[config.mk]
export PLATFORM = sky130hd
export DESIGN_NAME = led_mode_seq
export DESIGN_NICKNAME = d
export VERILOG_FILES = /design/src/rtl/led_mode_seq.sv
export SDC_FILE = /design/constraint.sdc
export NUM_CORES = 1
export LEC_CHECK = 0
export ABC_AREA = 0
export CAP_MARGIN = 10
export CORE_ASPECT_RATIO = 0.7
export CORE_MARGIN = 5
export CORE_UTILIZATION = 33
export CTS_BUF_LIST = sky130_fd_sc_hd__clkbuf_4
export CTS_CLUSTER_SIZE = 30
export DETAILED_ROUTE_END_ITERATION = 7
export GPL_TIMING_DRIVEN = 0
export PLACE_DENSITY = 0.48
export SLEW_MARGIN = 20
export SYNTH_ARGS = -nofsm -noshare
export SYNTH_HDL_FRONTEND = slang
export SYNTH_SLANG_ARGS = --single-unit
[constraint.sdc]
create_clock -name clk -period 2.6 [get_ports clk]
set_input_delay 0.52 -clock clk [delete_from_list [all_inputs] [get_ports clk]]
set_output_delay 0.52 -clock clk [all_outputs]
set_load 0.05 [all_outputs]
[src/rtl/led_mode_seq.sv]
// led_mode_seq: debounced pushbutton mode sequencer with auto-advance timer.
// Macro LED_SEQ_PREV_EN builds the btn_prev path (backward stepping).

module led_seq_debounce #(
    parameter int DEBOUNCE_CYCLES = 500000
) (
    input  logic clk,
    input  logic rst_n,
    input  logic i_raw,
    output logic o_press
);
    localparam int            CW   = $clog2(DEBOUNCE_CYCLES + 1);
    localparam logic [CW-1:0] C_TC = CW'(DEBOUNCE_CYCLES);

    logic [1:0]    r_sync;
    logic          r_deb;
    logic          r_deb_d;
    logic [CW-1:0] r_cnt;

    always_ff @(posedge clk or negedge rst_n) begin
        if (!rst_n) begin
            r_sync  <= '0;
            r_deb   <= 1'b0;
            r_deb_d <= 1'b0;
            r_cnt   <= '0;
        end else begin
            r_sync  <= {r_sync[0], i_raw};
            r_deb_d <= r_deb;
            if (r_sync[1] == r_deb) begin
                r_cnt <= '0;
            end else if (r_cnt == C_TC) begin
                r_deb <= r_sync[1];
                r_cnt <= '0;
            end else begin
                r_cnt <= r_cnt + CW'(1);
            end
        end
    end

    // Only the debounced rising edge is an event; release is silent.
    assign o_press = r_deb & ~r_deb_d;
endmodule

module led_mode_seq #(
    parameter int DEBOUNCE_CYCLES = 500000,
    parameter int AUTO_PERIOD     = 100000000,
    parameter int MAX_STATE       = 13
) (
    input  logic       clk,
    input  logic       rst_n,
    input  logic       btn_next,
    input  logic       btn_prev,
    input  logic       btn_auto,
    output logic [3:0] state,
    output logic       auto_on,
    output logic       step
);
    localparam int            TW         = $clog2(AUTO_PERIOD);
    localparam logic [TW-1:0] C_TMR_LAST = TW'(AUTO_PERIOD - 1);
    localparam logic [3:0]    C_MAX      = 4'(MAX_STATE);

    logic          w_ev_next;
    logic          w_ev_prev;
    logic          w_ev_auto;
    logic          w_manual;
    logic          w_tick;
    logic          w_do_next;
    logic [3:0]    w_state_nx;
    logic          w_step_nx;
    logic [TW-1:0] w_tmr_nx;

    logic [3:0]    r_state;
    logic          r_auto_on;
    logic          r_step;
    logic [TW-1:0] r_tmr;

    led_seq_debounce #(.DEBOUNCE_CYCLES(DEBOUNCE_CYCLES)) u_deb_next (
        .clk     (clk),
        .rst_n   (rst_n),
        .i_raw   (btn_next),
        .o_press (w_ev_next)
    );

    led_seq_debounce #(.DEBOUNCE_CYCLES(DEBOUNCE_CYCLES)) u_deb_auto (
        .clk     (clk),
        .rst_n   (rst_n),
        .i_raw   (btn_auto),
        .o_press (w_ev_auto)
    );

`ifdef LED_SEQ_PREV_EN
    logic w_do_prev;

    led_seq_debounce #(.DEBOUNCE_CYCLES(DEBOUNCE_CYCLES)) u_deb_prev (
        .clk     (clk),
        .rst_n   (rst_n),
        .i_raw   (btn_prev),
        .o_press (w_ev_prev)
    );
`else
    // Pin kept for board compatibility; nothing behind it.
    logic w_unused_prev;
    assign w_unused_prev = btn_prev;
    assign w_ev_prev     = 1'b0;
`endif

    always_comb begin
        w_manual   = w_ev_next | w_ev_prev;
        w_tick     = r_auto_on && (r_tmr == C_TMR_LAST);
        // A manual request swallows a coincident auto tick.
        w_do_next  = (w_ev_next & ~w_ev_prev) | (w_tick & ~w_manual);
        w_state_nx = r_state;
        w_step_nx  = 1'b0;

        if (w_do_next) begin
            w_state_nx = (r_state == C_MAX) ? 4'd0 : r_state + 4'd1;
            w_step_nx  = 1'b1;
        end
`ifdef LED_SEQ_PREV_EN
        w_do_prev = w_ev_prev & ~w_ev_next;
        if (w_do_prev) begin
            w_state_nx = (r_state == 4'd0) ? C_MAX : r_state - 4'd1;
            w_step_nx  = 1'b1;
        end
`endif

        if (!r_auto_on || w_ev_auto || w_manual || w_tick) begin
            w_tmr_nx = '0;
        end else begin
            w_tmr_nx = r_tmr + TW'(1);
        end
    end

    always_ff @(posedge clk or negedge rst_n) begin
        if (!rst_n) begin
            r_state   <= 4'd0;
            r_auto_on <= 1'b0;
            r_step    <= 1'b0;
            r_tmr     <= '0;
        end else begin
            r_state   <= w_state_nx;
            r_auto_on <= r_auto_on ^ w_ev_auto;
            r_step    <= w_step_nx;
            r_tmr     <= w_tmr_nx;
        end
    end

    assign state   = r_state;
    assign auto_on = r_auto_on;
    assign step    = r_step;
endmodule

Word-level counts from Yosys, hierarchy flattened. Cells that the tools add are included.

Output and inout port bits: 6. Register bits after elaboration: 79. Bits of input ports: 5.

Eq/ne operators: 6. Mux-type cells: 7. Bitwise operators: 10. Reduce and logical (&&, ||, !) cells: 7. Add/subtract/negate cells: 4.

Operators with widths (count): $mux 19 (4); $add 19x1->19 const B (2); $eq 19x19->1 const B (2); $add 27x1->27 const B (1); $eq 27x27->1 const B (1); $mux 27 (1); $not 1->1 (5); $add 4x1->4 const B (1); $eq 4x4->1 const B (1); $mux 4 (1); $reduce_and 2->1 (2); $and 1x1->1 (3); $logic_or 1x1->1 (3); $eq 1x1->1 (2); $logic_and 1x1->1 (1); $logic_not 1->1 (1); $mux 1 (1); $or 1x1->1 (1); $xor 1x1->1 (1).

Depth between registers and ports, before layout. Gate-level depths: netlist of run 1.

Depth after elaboration: 6. Mapped depth: 7. Depth with buffers taken out: 6.

By module. A second synthesis of run 1 with hierarchy kept.

Cell total of the unflattened synthesis: 392. Area, all modules: 3985.1 um^2.

By module, submodules not included: led_seq_debounce (cells an instance 108, area an instance 1127.3 um^2, times used 2, seq. area each 575.6 um^2); led_mode_seq (cells an instance 176, area an instance 1730.4 um^2, times used 1, seq. area each 825.8 um^2).

Least setup slack after synthesis of run 1. Ideal clock, no wire load.

Path kind: flip-flop to flip-flop. From: reg r_tmr[17]. To: reg r_state[1], in the netlist state[1]. Cell stages (with the launch flop): 6. Data required time: 2475 ps. Setup slack: 420 ps. Data arrival time: 2055 ps. Path through: dfrtp_1 or4b_1 or4_1 buf_2 o22a_1 mux2_4.

Longest elaborated chain between the ends: 4.

Ends and longest elaborated chain: start, declared (RTL line 75) `logic [TW-1:0] r_tmr;`; start signal, assigned (RTL line 144) `r_tmr <= w_tmr_nx;`; $eq 27x27->1 (RTL line 109) `w_tick = r_auto_on && (r_tmr == C_TMR_LAST);`; $logic_and 1x1->1 (RTL line 109); $and 1x1->1 (RTL line 111) `w_do_next = (w_ev_next & ~w_ev_prev) | (w_tick & ~w_manual);`; $or 1x1->1 (RTL line 111); end signal, assigned (RTL line 141) `r_state <= w_state_nx;`; end, declared (RTL line 72) `logic [3:0] r_state;`.

Every way passes these cells. A chain may end at the register's enable or synchronous reset.

Worst setup path after layout of run 1.
From: reg r_tmr[17]. To: reg r_tmr[23].

Longest elaborated chain between the ends: 4. Elaborated cells between the ends (all ways): 5. Those cells by class: add/sub (1); eq/ne (1); mux (1); reduce/logical (2).

Ends and longest elaborated chain: branches (longest 3 deep; another with $add 27x1->27); $mux 27 (*) (RTL line 127) `if (!r_auto_on || w_ev_auto || w_manual || w_tick) begin`; via w_tmr_nx[23] (RTL line 70) `logic [TW-1:0] w_tmr_nx;`.

Mark *: on every way through the listed nets, which the timed path passes.

==> flow_summary.yaml, run 1 <==
floorplanning:
  dieHeight_microns: 101
  die_x_microns: 139
  coreArea_sq_um: 11600
  start_util_pct: 33.3
  die_area_sq_um: 14000
  io-pin-count: 11
  row_count: 33
cells_and_area:
  fin_area_sq_um: 4300
  drive_gt1_share_pct: 7.00
  antenna_cells: 0
  final_util_pct: 37.1
  finalNetCount: 422
  fin_cells: 571
  syn_to_final_growth_pct: 11.3
synthesis:
  synth_edf_count: 0
  yosys-top-cells-count: "dfrtp_1, nor2_1, xnor2_1"
  ys_ff_latch: 79
  ys.flop_type: "dfrtp_1"
  synth_fp_nets: 399
  synthArstFlopShare_pct: 100
  synth_top_area_share_pct: 51.1
  ys_types: 39
  seq_area_frac_synth_pct: 51.1
  yosysMostFrequentCell: "dfrtp_1"
  synth_area_sq_um: 3870
  synth_area_leader_cell: "dfrtp_1"
  ys_warn_count: 0
  avgSynthCellArea_sq_um: 9.97
  netlist_instances: 388
  ys_top_cells_by_area: "dfrtp_1, xnor2_1, nor2_1"
global_routing:
  busiest_layer: "met1"
  grt-ovfl-total: 0
  antenna_found_initial: 0
  grtUsageTotal_pct: 11.8
  grt_util_met3_pct: 3.89
  grt_pass1_wl_microns: 13400
  use_met1_pct: 18.0
  grt_pass1_vias: 2675
  grt_max_degree: 52
  grt_use_met2_pct: 15.8
critical_path:
  cp.required_ps: 2890
  worst-endpoint-arrival_ps: 2670
  startpoint_type: "flop"
  endpoint_kind: "flop"
  crit_type: "reg2reg"
  crit_fanout: 10
sta:
  hold_slack_ps: 40.7
  fin_crit_sh_pct: 91.4
  slew_viol_final: 0
  rsz0062_at_grt: "false"
  finalClockSkew_ps: 17.9
  slew_headroom_pct: 56.7
  period_minus_slack_ps: 2380
  tightestPinTransition_ps: 644
  hold_viol: 0
  setup_violations: 0
  max_freq_mhz: 421
cts:
  htreeDepth: 3
  worstSkewPairLatency_ps: 410
  path_clk_slew_ps: 110
  cts_tree: "yes"
  numCtsBuffers: 9
  hold_buffers: 0
  clk_path_buf_depth: 2
  cts_sinks: 79
  root_buffer: "clkbuf_4"
route:
  routed_wl_microns: 7730
  num_vias: 2880
  drc: 0
  drtIter0Drc: 125
  avgViaCountPerCell: 5.04
  drtAntennaViolNets: 0
  dr.pass1.iters: 4
  wl_per_cell_microns: 13.5
placement:
  place_congestion: 0.758
  placed_cells: 555
  dp_hpwl_microns: 5460
  numPortBuffers: 9
  place_area_sq_um: 4180
outcome:
  status: "complete, no violations"
power:
  ir_worst_vdd_uv: 161
  p_leak_uw: 0.00167
  p_per_area_nw_per_um2: 443
job:
  drv_cap: 0
min_path:
  worstHoldPathType: "in2async"
[cell usage in the layout (no fill, tap or decap), types with 2 or more instances in the layout]
master,synthesis,layout
a21oi_1,22,22
and2_1,2,2
and3_1,5,5
and4_1,4,4
buf_2,3,3
buf_4,0,3
buf_6,2,2
clkbuf_1,5,5
clkbuf_4,0,11
clkdlybuf4s50_1,0,8
clkinv_1,0,2
dfrtp_1,79,79
ha_1,6,6
inv_1,20,20
mux2_2,2,2
nand2_1,19,19
nand2b_1,3,3
nand3_1,20,20
nand3b_1,3,3
nand4_1,17,17
nor2_1,53,53
nor3_1,6,6
nor4_1,9,9
nor4b_1,2,2
o21ai_0,9,9
o31ai_1,11,11
or3_1,12,12
or4_1,16,16
or4b_1,2,2
or4b_2,2,2
xnor2_1,26,26
xor2_1,16,16
[cells by family after synthesis]
kind of cell	Yosys count	share of synthesized area, %
DFF	79	51.1
xor gates and xnor gates	42	9.51
muxes	4	1.23
adders and majority gates	6	1.94
buffers and inverters	30	3.40
AOI/OAI and AO/OA	49	8.02
and+or+nand+nor	178	24.8
[path summary, 6_finish.rpt]
kind	start	end	slack [ps]	depth (start not counted)
setup / recovery	r_tmr[17]	r_tmr[23]	220	6
hold / removal	rst_n	r_tmr[13]	40	1
hold reg to reg	u_deb_auto.r_sync[0]	u_deb_auto.r_sync[1]	360	0
max in group asynchronous	rst_n	u_deb_next.r_cnt[0]	1980	2
min in group clk	u_deb_auto.r_sync[0]	u_deb_auto.r_sync[1]	360	0
setup reg to reg	r_tmr[17]	r_tmr[23]	220	6
[stage by stage]
step	setup slack [ps]	power (uW)	TNS, ps
after CTS	2.31	1960	0
after global routing	116	2020	0
after floorplan	420	1300	0
after detailed placement	24.6	1340	0
final	224	1910	0
after global placement	-1990	1340	-156460
[routing by layer]
layer,share of wire (%),routed length [microns]
met1,55,4270
met2,41,3130
met3,3.6,278
met4,0.57,44
met5,0,0
[layout make-up]
type	instances	area, sq um
clock inverters	3	12.5
plain buffers	10	56.3
fillers	1171	7300
clock buffers	11	82.6
repair buffers	12	130
inverters	20	75.1
flip-flops and latches	79	1980
well taps	157	196
multi-input cells	279	1770
[power by group]
part	leakage, uW	total (uW)	switching [uW]	internal [uW]
Clock	0.0000577	590	388	201
Combinational	0.000527	67.4	45.2	22.2
Sequential	0.00109	1250	10.4	1240
Total	0.00167	1910	444	1460
[registers in the layout (all words and copies together) (netlist names)]
signal,flops
auto_on,1
r_tmr,27
state,4
step,1
u_deb_auto.r_cnt,19
u_deb_auto.r_deb,1
u_deb_auto.r_deb_d,1
u_deb_auto.r_sync,2
u_deb_next.r_cnt,19
u_deb_next.r_deb,1
u_deb_next.r_deb_d,1
u_deb_next.r_sync,2
[worst max-delay path, cell delays in order (launching register included)]
cell	delay (ps)
dfrtp_1	460
or4b_1	520
or4_1	500
buf_2	170
o211ai_4	360
buf_6	200
a21oi_1	50
[timing repair]
action                     in CTS  in global routing
setup buffers                   0                  2
setup endpoints to repair       0                 24
resized for setup               0                  2
(Power assumes the default switching activity.)
==> run 2, diff against run 1 <==
--- a/config.mk
+++ b/config.mk
@@ -13,6 +13,7 @@
 export CTS_BUF_LIST = sky130_fd_sc_hd__clkbuf_4
 export CTS_CLUSTER_SIZE = 30
 export DETAILED_ROUTE_END_ITERATION = 7
+export GPL_ROUTABILITY_DRIVEN = 0
 export GPL_TIMING_DRIVEN = 0
 export PLACE_DENSITY = 0.48
 export SLEW_MARGIN = 20
==> results of run 2 <==
Final layout, timing and power as in run 1 (identical DEF).
==> run 3, diff against run 2 <==
--- a/config.mk
+++ b/config.mk
@@ -7,7 +7,6 @@
 export LEC_CHECK = 0
 export ABC_AREA = 0
 export CAP_MARGIN = 10
-export CORE_ASPECT_RATIO = 0.7
 export CORE_MARGIN = 5
 export CORE_UTILIZATION = 33
 export CTS_BUF_LIST = sky130_fd_sc_hd__clkbuf_4
@@ -15,6 +14,7 @@
 export DETAILED_ROUTE_END_ITERATION = 7
 export GPL_ROUTABILITY_DRIVEN = 0
 export GPL_TIMING_DRIVEN = 0
+export HOLD_SLACK_MARGIN = 0.02
 export PLACE_DENSITY = 0.48
 export SLEW_MARGIN = 20
 export SYNTH_ARGS = -nofsm -noshare
==> flow_summary.yaml, run 3 (synthesis results as in run 1) <==
outcome:
  status: "complete, no violations"
floorplanning:
  io-pin-count: 11
  coreArea_sq_um: 11500
  die_x_microns: 118
  dieHeight_microns: 118
  die_area_sq_um: 14000
  row_count: 39
  start_util_pct: 33.7
critical_path:
  endpoint_kind: "flop"
  crit_path_start: "r_tmr[17]"
  reg2reg_from: "r_tmr[17]"
  cp.required_ps: 2930
  rrSetupSlack_ps: 190
  crit_end: "r_tmr[6]"
  r2r_cells: 6
  crit_type: "reg2reg"
  crit_fanout: 10
  worst-endpoint-arrival_ps: 2740
  r2r_end: "r_tmr[6]"
  startpoint_type: "flop"
cts:
  root_buffer: "clkbuf_4"
  cts_sinks: 79
  numCtsBuffers: 9
  htreeDepth: 3
  path_clk_slew_ps: 130
  clk_path_buf_depth: 2
  worstSkewPairLatency_ps: 430
  cts_tree: "yes"
sta:
  slew_headroom_pct: 58.4
  setup_violations: 0
  max_freq_mhz: 415
  tightestPinTransition_ps: 623
  hold_viol: 0
  finalClockSkew_ps: 17.8
  worst_slack_ps: 188
  rsz0062_at_grt: "false"
  fin_crit_sh_pct: 92.8
  slew_viol_final: 0
  period_minus_slack_ps: 2410
min_path:
  worstHoldPathType: "reg2reg"
cells_and_area:
  mostFrequentLayoutCells: "dfrtp_1, nor2_1, xnor2_1, a21oi_1"
  finalNetCount: 423
  drive_gt1_share_pct: 7.45
  final_util_pct: 37.5
  largest_reg_flops: 27
  multiInputGateArea_sq_um: 1770
  final_common_cell: "dfrtp_1"
  syn_to_final_growth_pct: 11.3
  nFillCells: 1144
  largestRegisters: "r_tmr x27, u_deb_auto.r_cnt x19, u_deb_next.r_cnt x19"
  final-seq-area_sq_um: 1980
  regMostFlops: "r_tmr"
  antenna_cells: 0
route:
  avgViaCountPerCell: 5.13
  drtAntennaViolNets: 0
  drtIter0Drc: 152
  routed_wl_microns: 7630
  drc: 0
  dr.pass1.iters: 7
  num_vias: 2865
  wl_per_cell_microns: 13.6
global_routing:
  antenna_found_initial: 0
  grt_pass1_wl_microns: 13500
  grt_pass1_vias: 2825
  grt-ovfl-total: 0
  grt_max_degree: 54
  grtUsageTotal_pct: 11.6
power:
  p_per_area_nw_per_um2: 449
  p_leak_uw: 0.00168
  ir_worst_vdd_uv: 196
placement:
  preCtsSetupSlack_ps: 72.5
  numPortBuffers: 9
  dp_hpwl_microns: 5240
job:
  drv_cap: 0
==> run 3: cell type report <==
class | count | share of cell area (%)
Sequential cell | 79 | 45.9
Multi-Input combinational cell | 279 | 41.2
Tap cell | 143 | 4.16
Timing Repair Buffer | 13 | 3.26
Clock buffer | 10 | 1.74
Inverter | 20 | 1.74
Buffer | 10 | 1.31
Clock inverter | 5 | 0.611
==> run 3: report_power, final <==
part,switching [uW],internal (uW)
registers,10.0,1240
logic,44.6,23.0
clock network,423,194
total,477,1460
==> run 3: critical path, stage by stage, from the launching register on <==
cell,delay (ps)
dfrtp_1,460
or4b_1,520
or4_1,520
buf_2,180
o211ai_4,360
buf_6,210
nor2_1,50
==> run 3: worst min path at each step <==
stage	from	endpoint	depth (start not counted)
floorplan	rst_n	auto_on	0
global placement	u_deb_auto.r_sync[0]	u_deb_auto.r_sync[1]	0
detailed placement	u_deb_auto.r_sync[0]	u_deb_auto.r_sync[1]	0
CTS	u_deb_auto.r_sync[0]	u_deb_auto.r_sync[1]	0
global route	u_deb_next.r_sync[0]	u_deb_next.r_sync[1]	0
finish	u_deb_auto.r_sync[0]	u_deb_auto.r_sync[1]	0
==> run 3: through the flow <==
stage	hold WS, ps	total power (uW)	area (sq um)	TNS, ps	cells
4_1_cts	364	1990	4270	0	557
6_report	362	1930	4300	0	559
3_3_place_gp	335	1340	4140	-156820	540
3_5_place_dp	336	1340	4160	0	541
5_1_grt	394	2040	4300	0	559
2_1_floorplan	224	1300	3870	0	388
==> run 3: what timing repair did <==
item,in CTS,in global routing
buffers inserted,0,2
endpoints found under the hold margin,26,0
resized for setup,0,2
hold buffers,1,0
setup endpoints to repair,0,14
==> run 3: layer usage <==
| layer | track usage (%) | routed length (microns) | up-vias |
|---|---|---|---|
| met1 | 16.2 | 3920 | 1373 |
| met3 | 2.72 | 251 | 13 |
| li1 | - | - | 1437 |
| met5 | 0 | 0 | - |
| met2 | 17.2 | 3290 | 42 |
| met4 | 5.38 | 166 | 0 |
